## src/rtl/alu_bcd_pkg.sv

```systemverilog
`default_nettype none
// +----------------------------------------------------------------------------+
// | Package : alu_bcd_pkg                                                      |
// | Shared FSM state type and nibble/BCD constants for alu_bcd_serial.         |
// | Revision: 1.0                                                              |
// +----------------------------------------------------------------------------+
package alu_bcd_pkg;

  typedef enum logic [1:0] {
    IDLE = 2'd0,
    RUN  = 2'd1,
    DONE = 2'd2
  } state_e;

  localparam logic [1:0] NIB_LAST_8  = 2'd1;
  localparam logic [1:0] NIB_LAST_16 = 2'd3;
  localparam logic [3:0] BCD_ADJ_ADD = 4'd6;
  localparam logic [3:0] BCD_ADJ_SUB = 4'd10;

endpackage
`default_nettype wire

```

## src/rtl/alu_nibble_slice.sv

```systemverilog
`default_nettype none
// +----------------------------------------------------------------------------+
// | Module  : alu_nibble_slice                                                 |
// | Combinational 4-bit binary/BCD add-subtract slice with carry and overflow. |
// | Revision: 1.0                                                              |
// +----------------------------------------------------------------------------+
module alu_nibble_slice
  import alu_bcd_pkg::*;
(
  input  logic [3:0] a,
  input  logic [3:0] b,
  input  logic       cin,
  input  logic       add,
  input  logic       bcd,
  output logic [3:0] s,
  output logic       co,
  output logic       vo
);

  logic [3:0] b_eff;
  logic [4:0] bin;

  assign b_eff = b ^ {4{~add}};
  assign bin   = {1'b0, a} + {1'b0, b_eff} + {4'd0, cin};
  // Overflow is taken from the raw binary sum, before any decimal correction.
  assign vo    = ~(a[3] ^ b_eff[3]) & (a[3] ^ bin[3]);

  always_comb begin
    s  = bin[3:0];
    co = bin[4];
    if (bcd) begin
      if (add) begin
        if (bin > 5'd9) begin
          s  = bin[3:0] + BCD_ADJ_ADD;
          co = 1'b1;
        end else begin
          co = 1'b0;
        end
      end else begin
        if (!bin[4]) begin
          s  = bin[3:0] + BCD_ADJ_SUB;
          co = 1'b0;
        end else begin
          co = 1'b1;
        end
      end
    end
  end

endmodule
`default_nettype wire

```

## src/rtl/alu_bcd_serial.sv

```systemverilog
`default_nettype none
// +----------------------------------------------------------------------------+
// | Module  : alu_bcd_serial                                                   |
// | Nibble-serial 65C816 ADC/SBC datapath, 8/16-bit, binary or decimal.        |
// | Option  : ALU_BCD_CHECK_EN enables invalid-BCD-digit reporting on ERR.     |
// | Revision: 1.0                                                              |
// +----------------------------------------------------------------------------+
module alu_bcd_serial
  import alu_bcd_pkg::*;
(
  input  logic        CLK,
  input  logic        RST,
  input  logic        IN_VALID,
  output logic        IN_READY,
  input  logic [15:0] A,
  input  logic [15:0] B,
  input  logic        CI,
  input  logic        ADD,
  input  logic        BCD,
  input  logic        W16,
  output logic        OUT_VALID,
  input  logic        OUT_READY,
  output logic [15:0] RESULT,
  output logic        N_O,
  output logic        V_O,
  output logic        Z_O,
  output logic        C_O,
  output logic        ERR
);

  state_e      state_q, state_d;
  logic [15:0] a_q, a_d, b_q, b_d, result_q, result_d;
  logic        add_q, add_d, bcd_q, bcd_d, w16_q, w16_d;
  logic        carry_q, carry_d, v_q, v_d, n_q, n_d, z_q, z_d;
  logic [1:0]  idx_q, idx_d;

  logic [3:0]  a_nib, b_nib, slice_s;
  logic        slice_co, slice_vo;
  logic [1:0]  nib_last;

  assign a_nib    = a_q[{idx_q, 2'b00} +: 4];
  assign b_nib    = b_q[{idx_q, 2'b00} +: 4];
  assign nib_last = w16_q ? NIB_LAST_16 : NIB_LAST_8;

  alu_nibble_slice u_slice (
    .a   (a_nib),
    .b   (b_nib),
    .cin (carry_q),
    .add (add_q),
    .bcd (bcd_q),
    .s   (slice_s),
    .co  (slice_co),
    .vo  (slice_vo)
  );

  always_comb begin
    state_d  = state_q;
    a_d      = a_q;
    b_d      = b_q;
    add_d    = add_q;
    bcd_d    = bcd_q;
    w16_d    = w16_q;
    carry_d  = carry_q;
    v_d      = v_q;
    n_d      = n_q;
    z_d      = z_q;
    idx_d    = idx_q;
    result_d = result_q;
    case (state_q)
      IDLE: begin
        if (IN_VALID) begin
          a_d      = A;
          b_d      = B;
          add_d    = ADD;
          bcd_d    = BCD;
          w16_d    = W16;
          carry_d  = CI;
          idx_d    = 2'd0;
          // High byte starts as A so 8-bit ops leave the B accumulator intact.
          result_d = {A[15:8], 8'h00};
          state_d  = RUN;
        end
      end
      RUN: begin
        result_d[{idx_q, 2'b00} +: 4] = slice_s;
        carry_d = slice_co;
        v_d     = slice_vo;
        idx_d   = idx_q + 2'd1;
        if (idx_q == nib_last) begin
          z_d     = w16_q ? (result_d == 16'h0000) : (result_d[7:0] == 8'h00);
          n_d     = w16_q ? result_d[15] : result_d[7];
          state_d = DONE;
        end
      end
      DONE: begin
        if (OUT_READY) state_d = IDLE;
      end
      default: state_d = IDLE;
    endcase
  end

  always_ff @(posedge CLK) begin
    if (RST) begin
      state_q  <= IDLE;
      a_q      <= 16'h0000;
      b_q      <= 16'h0000;
      add_q    <= 1'b0;
      bcd_q    <= 1'b0;
      w16_q    <= 1'b0;
      carry_q  <= 1'b0;
      v_q      <= 1'b0;
      n_q      <= 1'b0;
      z_q      <= 1'b0;
      idx_q    <= 2'd0;
      result_q <= 16'h0000;
    end else begin
      state_q  <= state_d;
      a_q      <= a_d;
      b_q      <= b_d;
      add_q    <= add_d;
      bcd_q    <= bcd_d;
      w16_q    <= w16_d;
      carry_q  <= carry_d;
      v_q      <= v_d;
      n_q      <= n_d;
      z_q      <= z_d;
      idx_q    <= idx_d;
      result_q <= result_d;
    end
  end

  assign IN_READY  = (state_q == IDLE);
  assign OUT_VALID = (state_q == DONE);
  assign RESULT    = result_q;
  assign N_O       = n_q;
  assign V_O       = v_q;
  assign Z_O       = z_q;
  assign C_O       = carry_q;

`ifdef ALU_BCD_CHECK_EN
  logic err_q, err_d;

  always_comb begin
    err_d = err_q;
    if (state_q == IDLE && IN_VALID) begin
      err_d = 1'b0;
    end else if (state_q == RUN && bcd_q && (a_nib > 4'd9 || b_nib > 4'd9)) begin
      err_d = 1'b1;
    end
  end

  always_ff @(posedge CLK) begin
    if (RST) err_q <= 1'b0;
    else     err_q <= err_d;
  end

  assign ERR = err_q & (state_q == DONE);
`else
  assign ERR = 1'b0;
`endif

endmodule
`default_nettype wire

```

## config.mk

```make
export PLATFORM = sky130hd
export DESIGN_NAME = alu_bcd_serial
export DESIGN_NICKNAME = d
export VERILOG_FILES = /design/src/rtl/alu_bcd_pkg.sv /design/src/rtl/alu_nibble_slice.sv /design/src/rtl/alu_bcd_serial.sv
export SDC_FILE = /design/constraint.sdc
export NUM_CORES = 1
export LEC_CHECK = 0
export BUFFER_PORTS_ARGS = -buffer_cell sky130_fd_sc_hd__clkbuf_2
export CAP_MARGIN = 40
export CORE_MARGIN = 4
export CORE_UTILIZATION = 58
export DETAILED_ROUTE_END_ITERATION = 12
export GPL_TIMING_DRIVEN = 0
export PLACE_DENSITY = 0.93
export SLEW_MARGIN = 40
export SYNTH_ARGS = -nofsm -noshare
export SYNTH_HDL_FRONTEND = slang
export SYNTH_SLANG_ARGS = --single-unit
```

## constraint.sdc

```tcl
create_clock -name CLK -period 9.9 [get_ports CLK]
set_input_delay 1.485 -clock CLK [delete_from_list [all_inputs] [get_ports CLK]]
set_output_delay 1.485 -clock CLK [all_outputs]
set_load 0.005 [all_outputs]
```

==> metrics, run 1 <==
status=finished, final reports clean; Register Area=1180 µm²; starting density of the core=between 60% and 70%; CP Capture Type=flop; Final Cycle Share=52.3%; fin crit period=5.18 ns; Wirelength per Cell=17.1 µm; via count=roughly 3,200; worst-margin pin slew=0.740 ns; Peak VDD IR=0.000124 V; CP max stage delay=0.64 ns; async set-reset flop share out of synthesis=0%; Hold Worst Slack=0.453 ns; io pins=63; post-synth cell types=60; Setup violations, final=0; DRT iter0 DRCs=354; worst min path class=flop to flop; number of buffers added on ports=60; post-synthesis sequential area ratio=37.3%; startpoint types=flop; Core Rows=26; total negative slack=0 ns; clock root cell=clkbuf_8; first-pass GRT wire length=between 10,000 and 15,000 µm; synthesized flop and latch total=59; Syn Nets=approximately 440; total power=0.702 mW; Setup Crit Path Kind=flop to flop; CTS Sinks=59; Max Cap Viol=0; vias in the first global route=3,101; GR Util All Layers=29.3%; H-tree levels=3; Crit Path Max Fanout=10; pin count of the biggest net entering global routing=11; Setup Slack @ Placement=about 4.8 ns; Die Y=81.9 µm; RSZ-0062 raised after global routing=no; core region area=5200 µm²; antenna viol nets, final=0; vias per cell=6.06; Avg Inst Size Synth=8.27 µm²; fmax=193 MHz; Placer Congestion=0.902; Mapped Area=between 3000 and 4000 µm²; ANT cells=0; Layout area overhead=19.0%; die area=6710 µm²; CTS hold repair buffers=0; WL final=9050 µm; most common cell after layout, fill and taps aside=nand2_1; P per Cell Area=186 nW/µm²; CP Cell Sequence=buf_1, mux4_2, xor2_1, fa_1, inv_1, fa_1, xor2_2, inv_1, ha_1, nand2_1, o31ai_2, or3b_1, a31o_2, xnor2_2, a31oi_1, nand4_1, a311oi_1; most frequent cells in the layout=88 x nand2_1, 60 x clkbuf_2, 59 x dfxtp_1, 48 x a21oi_1, 27 x nor2_1; relative slew slack=50.7%; area occupied by multi-input gates=1790 µm²; total CTS buffers=9; number of flops mapped to enable cells by yosys=0; critical path's slowest cell=mux4_2; dominant register cell in the synthesized netlist=dfxtp_1; fill cell count=419; Req. time, crit path=about 10 ns; layout cells sized above 1=22.5%; final core occ=72.5%; Ys Warns=0; first-pass iteration count of the detailed router=5; post-CTS sizing=0; worst setup margin=4.72 ns; Setup Fix Bufs, Post-CTS=0; DPL Wire Length=6310 µm; grt total ovfl=0; initial antenna violation count=0; TritonCTS clock tree=done; Worst-path clk slew=0.07 ns; P_leak=around 1.6 nW; Slew Limit Fails=0; residual DRC count=0; Syn Inst Count=383; clk_lat worst skew=0.34 ns; final hold violations=0; CTS Buffer Depth=2; die width=81.9 µm; Post-Route Skew=0.00850 ns; crit path DAT=~5.4 ns; nets@finish=506
worst max-delay path: cells and delay by family (launching register included):
kind | cells | cell delay (ns)
flops | 1 | 0.49
buf+inv | 3 | 0.83
xor+xnor | 3 | 0.65
compound gates | 4 | 0.93
simple gates | 3 | 0.65
mux | 1 | 0.64
fa+ha+maj | 3 | 0.89
where the power goes:
part	switching (mW)	leakage, nW	total [mW]	internal, mW
clock network	0.0952	0.108	0.241	0.146
logic	0.118	0.964	0.196	0.0777
registers	0.0118	0.483	0.265	0.253
total	0.225	1.56	0.702	0.477
path summary, 6_finish.rpt:
check / startpoint / depth (start not counted) / endpoint / slack [ns]
setup / recovery: idx_q[0] / 17 / Z_O / 4.72
hold / removal: b_q[9] / 2 / b_q[9] / 0.45
setup reg to reg: idx_q[0] / 17 / Z_O / 4.72
hold reg to reg: b_q[9] / 2 / b_q[9] / 0.45
cells by family (layout without fill, tap and decap cells):
| group | Yosys count | in the layout | synth area share, % |
|---|---|---|---|
| simple gates | 163 | 163 | 23.0 |
| xor+xnor | 8 | 8 | 2.69 |
| buf+inv | 35 | 110 | 6.08 |
| mux | 10 | 10 | 6.40 |
| fa+ha+maj | 12 | 12 | 5.21 |
| compound gates | 95 | 95 | 19.2 |
| other cells | 1 | 1 | 0.118 |
| flops | 59 | 59 | 37.3 |
sequential cells by signal, summed over array words and instances, names as in the netlist, 2 cells and up:
signal / cells
a_q: 16
RESULT: 16
idx_q: 2
b_q: 16
state_q: 2
per-stage QoR:
| stage | cell area [µm²] | std cells |
|---|---|---|
| after floorplan | 3170 | 383 |
| after global placement | 3560 | 513 |
| after detailed placement | 3560 | 513 |
| after CTS | 3770 | 528 |
| after global routing | 3770 | 528 |
| final | 3770 | 528 |
cell type report:
type | instances | area share [%]
inverters | 10 | 0.995
multi-input cells | 289 | 47.6
flip-flops and latches | 59 | 31.3
well taps | 70 | 2.32
clock inverters | 5 | 2.06
clock buffers | 10 | 3.65
plain buffers | 25 | 4.11
repair buffers | 60 | 7.96
layer usage:
| layer | track usage (%) | part of all wire, % | wire [µm] |
|---|---|---|---|
| met4 | 13.6 | 3.9 | 349 |
| met3 | 8.00 | 11 | 955 |
| met5 | 0 | 0 | 0 |
| met1 | 34.6 | 38 | 3410 |
| met2 | 49.0 | 48 | 4340 |
cells in the mapped netlist, types with 2 or more instances:
| cell type | number | area share [%] |
|---|---|---|
| a221oi_1 | 2 | 0.55 |
| inv_1 | 10 | 1.2 |
| nand2b_1 | 2 | 0.39 |
| dlygate4sd1_1 | 2 | 0.55 |
| mux2_2 | 2 | 0.71 |
| o21ai_1 | 3 | 0.47 |
| xor2_1 | 2 | 0.55 |
| dfxtp_1 | 59 | 37 |
| and2b_1 | 4 | 0.95 |
| nand4_1 | 2 | 0.39 |
| o211ai_1 | 4 | 0.95 |
| ha_1 | 10 | 3.9 |
| a22oi_1 | 5 | 1.2 |
| buf_6 | 3 | 1.1 |
| clkbuf_1 | 13 | 1.5 |
| nand2_1 | 88 | 10 |
| nand3_1 | 9 | 1.4 |
| a21oi_1 | 48 | 7.6 |
| nor2_1 | 27 | 3.2 |
| fa_1 | 2 | 1.3 |
| xnor2_1 | 4 | 1.1 |
| and3_1 | 3 | 0.59 |
| a31oi_1 | 8 | 1.6 |
| nor3_1 | 4 | 0.63 |
| o21ai_0 | 5 | 0.79 |
| a311oi_1 | 2 | 0.55 |
| nor2b_1 | 14 | 2.8 |
| o22ai_1 | 3 | 0.59 |
| nand3b_1 | 3 | 0.71 |
| mux4_2 | 8 | 5.7 |
| buf_1 | 2 | 0.24 |
| buf_4 | 2 | 0.47 |
No activity file was read; power rests on OpenSTA's default activity.
==> inputs of run 2 (changes only) <==
CORE_UTILIZATION = 50   (was 58)
PLACE_DENSITY = 0.86   (was 0.93)
clock period = 4.3 ns   (was 9.9 ns; I/O delays follow)
==> metrics, run 2 (synthesis gave the netlist of run 1 again) <==
status=finished, final reports clean; die area=7670 µm² (+14%); antenna viol nets, final=0 (unchanged); Crit Path Max Fanout=5 (-5); Int Pwr=1.09 mW (+130%); fmax=236 MHz (+22%); Layout area overhead=24.5%; CTS Buffer Depth=2 (unchanged); critical path's slowest cell=mux4_2; CP max stage delay=0.54 ns (-0.10 ns); number of buffers added on ports=60 (unchanged); critical path depth=17 (unchanged); startpoint types=flop; grt total ovfl=0 (unchanged); Logic pwr share=32.5% (+4.6 points); H-tree levels=3 (unchanged); CP Cell Sequence=buf_12, mux4_2, xor2_2, fa_2, inv_1, fa_2, xor2_2, inv_2, ha_1, nand2_1, o31ai_2, or3b_1, or2_4, a311oi_4, o21ai_1, a32oi_1, a311oi_2; via count=3,266 (+2.1%); initial antenna violation count=0 (unchanged); Post-Route Skew=0.00697 ns (-0.00153 ns); P per Cell Area=422 nW/µm² (+130%); die width=87.6 µm (+7.0%); fin crit period=4.24 ns (-0.932 ns); Peak VDD IR=0.000281 V (+130%); first-pass GRT wire length=14,200 µm (-3.2%); layout cells sized above 1=27.5% (+5.0 points); DPL Wire Length=6500 µm (+2.9%); CP delay by family, top=compound AO/OA/AOI/OAI gates; final core occ=65.4% (-7.0 points); Setup Crit Path Kind=flop to flop; Worst-path clk slew=0.07 ns (about the same); Placed Cells incl. Taps=518 (+0.97%); Crit Reg-Reg Endpoint=Z_O; RR Startpoint=idx_q[0]; crit path DAT=4.46 ns (-0.97 ns); io pins=63 (unchanged); hold_sp=a_q[3]; Setup violations, final=0 (unchanged); critical path buffer and inverter count=3 (unchanged); Max Cap Viol=0 (unchanged); most frequent cells in the layout=88 x nand2_1, 61 x clkbuf_2, 58 x dfxtp_1, 48 x a21oi_1, 27 x nor2_1; nets@finish=520 (+2.8%); GR Util All Layers=24.1% (-5.2 points); CTS Sinks=59 (unchanged); TritonCTS clock tree=done; Core Rows=28 (+7.7%); total CTS buffers=9 (unchanged); P_leak=1.62 nW (+3.9%); clock network fraction of total power=30.9% (-3.5 points); CTS hold repair buffers=0 (unchanged); DRT iter0 DRCs=349 (-1.4%); relative slew slack=63.8% (+13 points); Die Y=87.6 µm (+7.0%); pin count of the biggest net entering global routing=13 (+2); Placer Congestion=0.937 (+3.9%); Cell Count, Final, Fillers Out=548 (+3.8%); RSZ-0062 raised after global routing=yes; worst setup path startpoint=idx_q[0]; reg2reg path depth=17 (unchanged); Wirelength per Cell=17.0 µm (-0.69%); R2R Setup Slk=0.06 ns (-4.67 ns); switch share=34.3% (+2.2 points); worst-margin pin slew=0.544 ns (-0.196 ns); Final Cycle Share=98.7% (+46 points); Slew Limit Fails=0 (unchanged); vias per cell=5.96 (-1.7%); Flop pwr share=36.6% (-1.1 points); worst min path class=flop to flop; vias in the first global route=2,987 (-3.7%); WL final=9330 µm (+3.1%); Req. time, crit path=4.52 ns (-5.64 ns); final hold violations=0 (unchanged); residual DRC count=0 (unchanged); most common cell after layout, fill and taps aside=nand2_1; first-pass iteration count of the detailed router=6 (+1); ANT cells=0 (unchanged); core region area=6030 µm² (+16%); Worst Setup EP=Z_O; CP Capture Type=flop; clk_lat worst skew=0.35 ns (about the same); NetSw=0.571 mW (+150%); starting density of the core=52.6% (-8.3 points); fill cell count=498 (+19%); clock root cell=clkbuf_8
==> run 2: layout make-up <==
class / count / area (µm²) / area share (%)
plain buffers: 25 / 175 / 4.44
clock buffers: 9 / 124 / 3.14
clock inverters: 7 / 78.8 / 2.00
inverters: 10 / 37.5 / 0.952
multi-input cells: 289 / 1840 / 46.8
flip-flops and latches: 59 / 1180 / 30.0
well taps: 75 / 93.8 / 2.38
repair buffers: 74 / 405 / 10.3
==> run 2: power groups by stage <==
stage	clock [mW]	combinational, mW	sequential (mW)
finish	0.514	0.541	0.608
global route	0.541	0.582	0.612
CTS	0.518	0.459	0.608
detailed placement	0	0.437	0.620
global placement	0	0.418	0.617
floorplan	0	0.318	0.613
==> run 2: worst register-to-register path, cell delays in order (launching register included) <==
cell	delay (ns)
dfxtp_4	0.39
buf_12	0.12
mux4_2	0.54
xor2_2	0.20
fa_2	0.23
inv_1	0.06
fa_2	0.42
xor2_2	0.19
inv_2	0.06
ha_1	0.21
nand2_1	0.09
o31ai_2	0.10
or3b_1	0.38
or2_4	0.26
a311oi_4	0.43
o21ai_1	0.12
a32oi_1	0.25
a311oi_2	0.07
==> run 2: worst min-delay path by stage <==
stage	slack, ns	endpoint	cells past startpoint
final	0.45	a_q[3]	2
after detailed placement	0.45	b_q[8]	2
after global placement	0.44	b_q[2]	2
after global routing	0.46	a_q[9]	2
after CTS	0.46	b_q[8]	2
after floorplan	0.43	a_q[10]	2
==> run 2: per-layer routing <==
layer / global-route usage [%] / vias to the layer above / part of all wire, %
li1: - / 1500 / -
met1: 29.4 / 1486 / 38
met2: 38.4 / 227 / 48
met3: 7.34 / 53 / 11
met4: 12.4 / 0 / 3.4
met5: 0 / - / 0
==> run 2: through the flow <==
stage	hold WS, ns	power [mW]	TNS (ns)	cell area (µm²)	setup slack (ns)
6_report	0.454	1.66	0	3940	0.0563
5_1_grt	0.465	1.74	-0.254	3940	-0.0952
4_1_cts	0.456	1.58	0	3800	0.0167
3_5_place_dp	0.446	1.06	-3.58	3560	-0.502
3_3_place_gp	0.440	1.04	-1.56	3560	-0.322
2_1_floorplan	0.433	0.931	0	3170	0.136
==> run 2: timing repair <==
item | 4_1_cts | 5_1_grt
pin swaps | 4 | 9
setup endpoints to repair | 13 | 8
setup buffers | 2 | 12
resized for setup | 7 | 15
cloned | 0 | 0
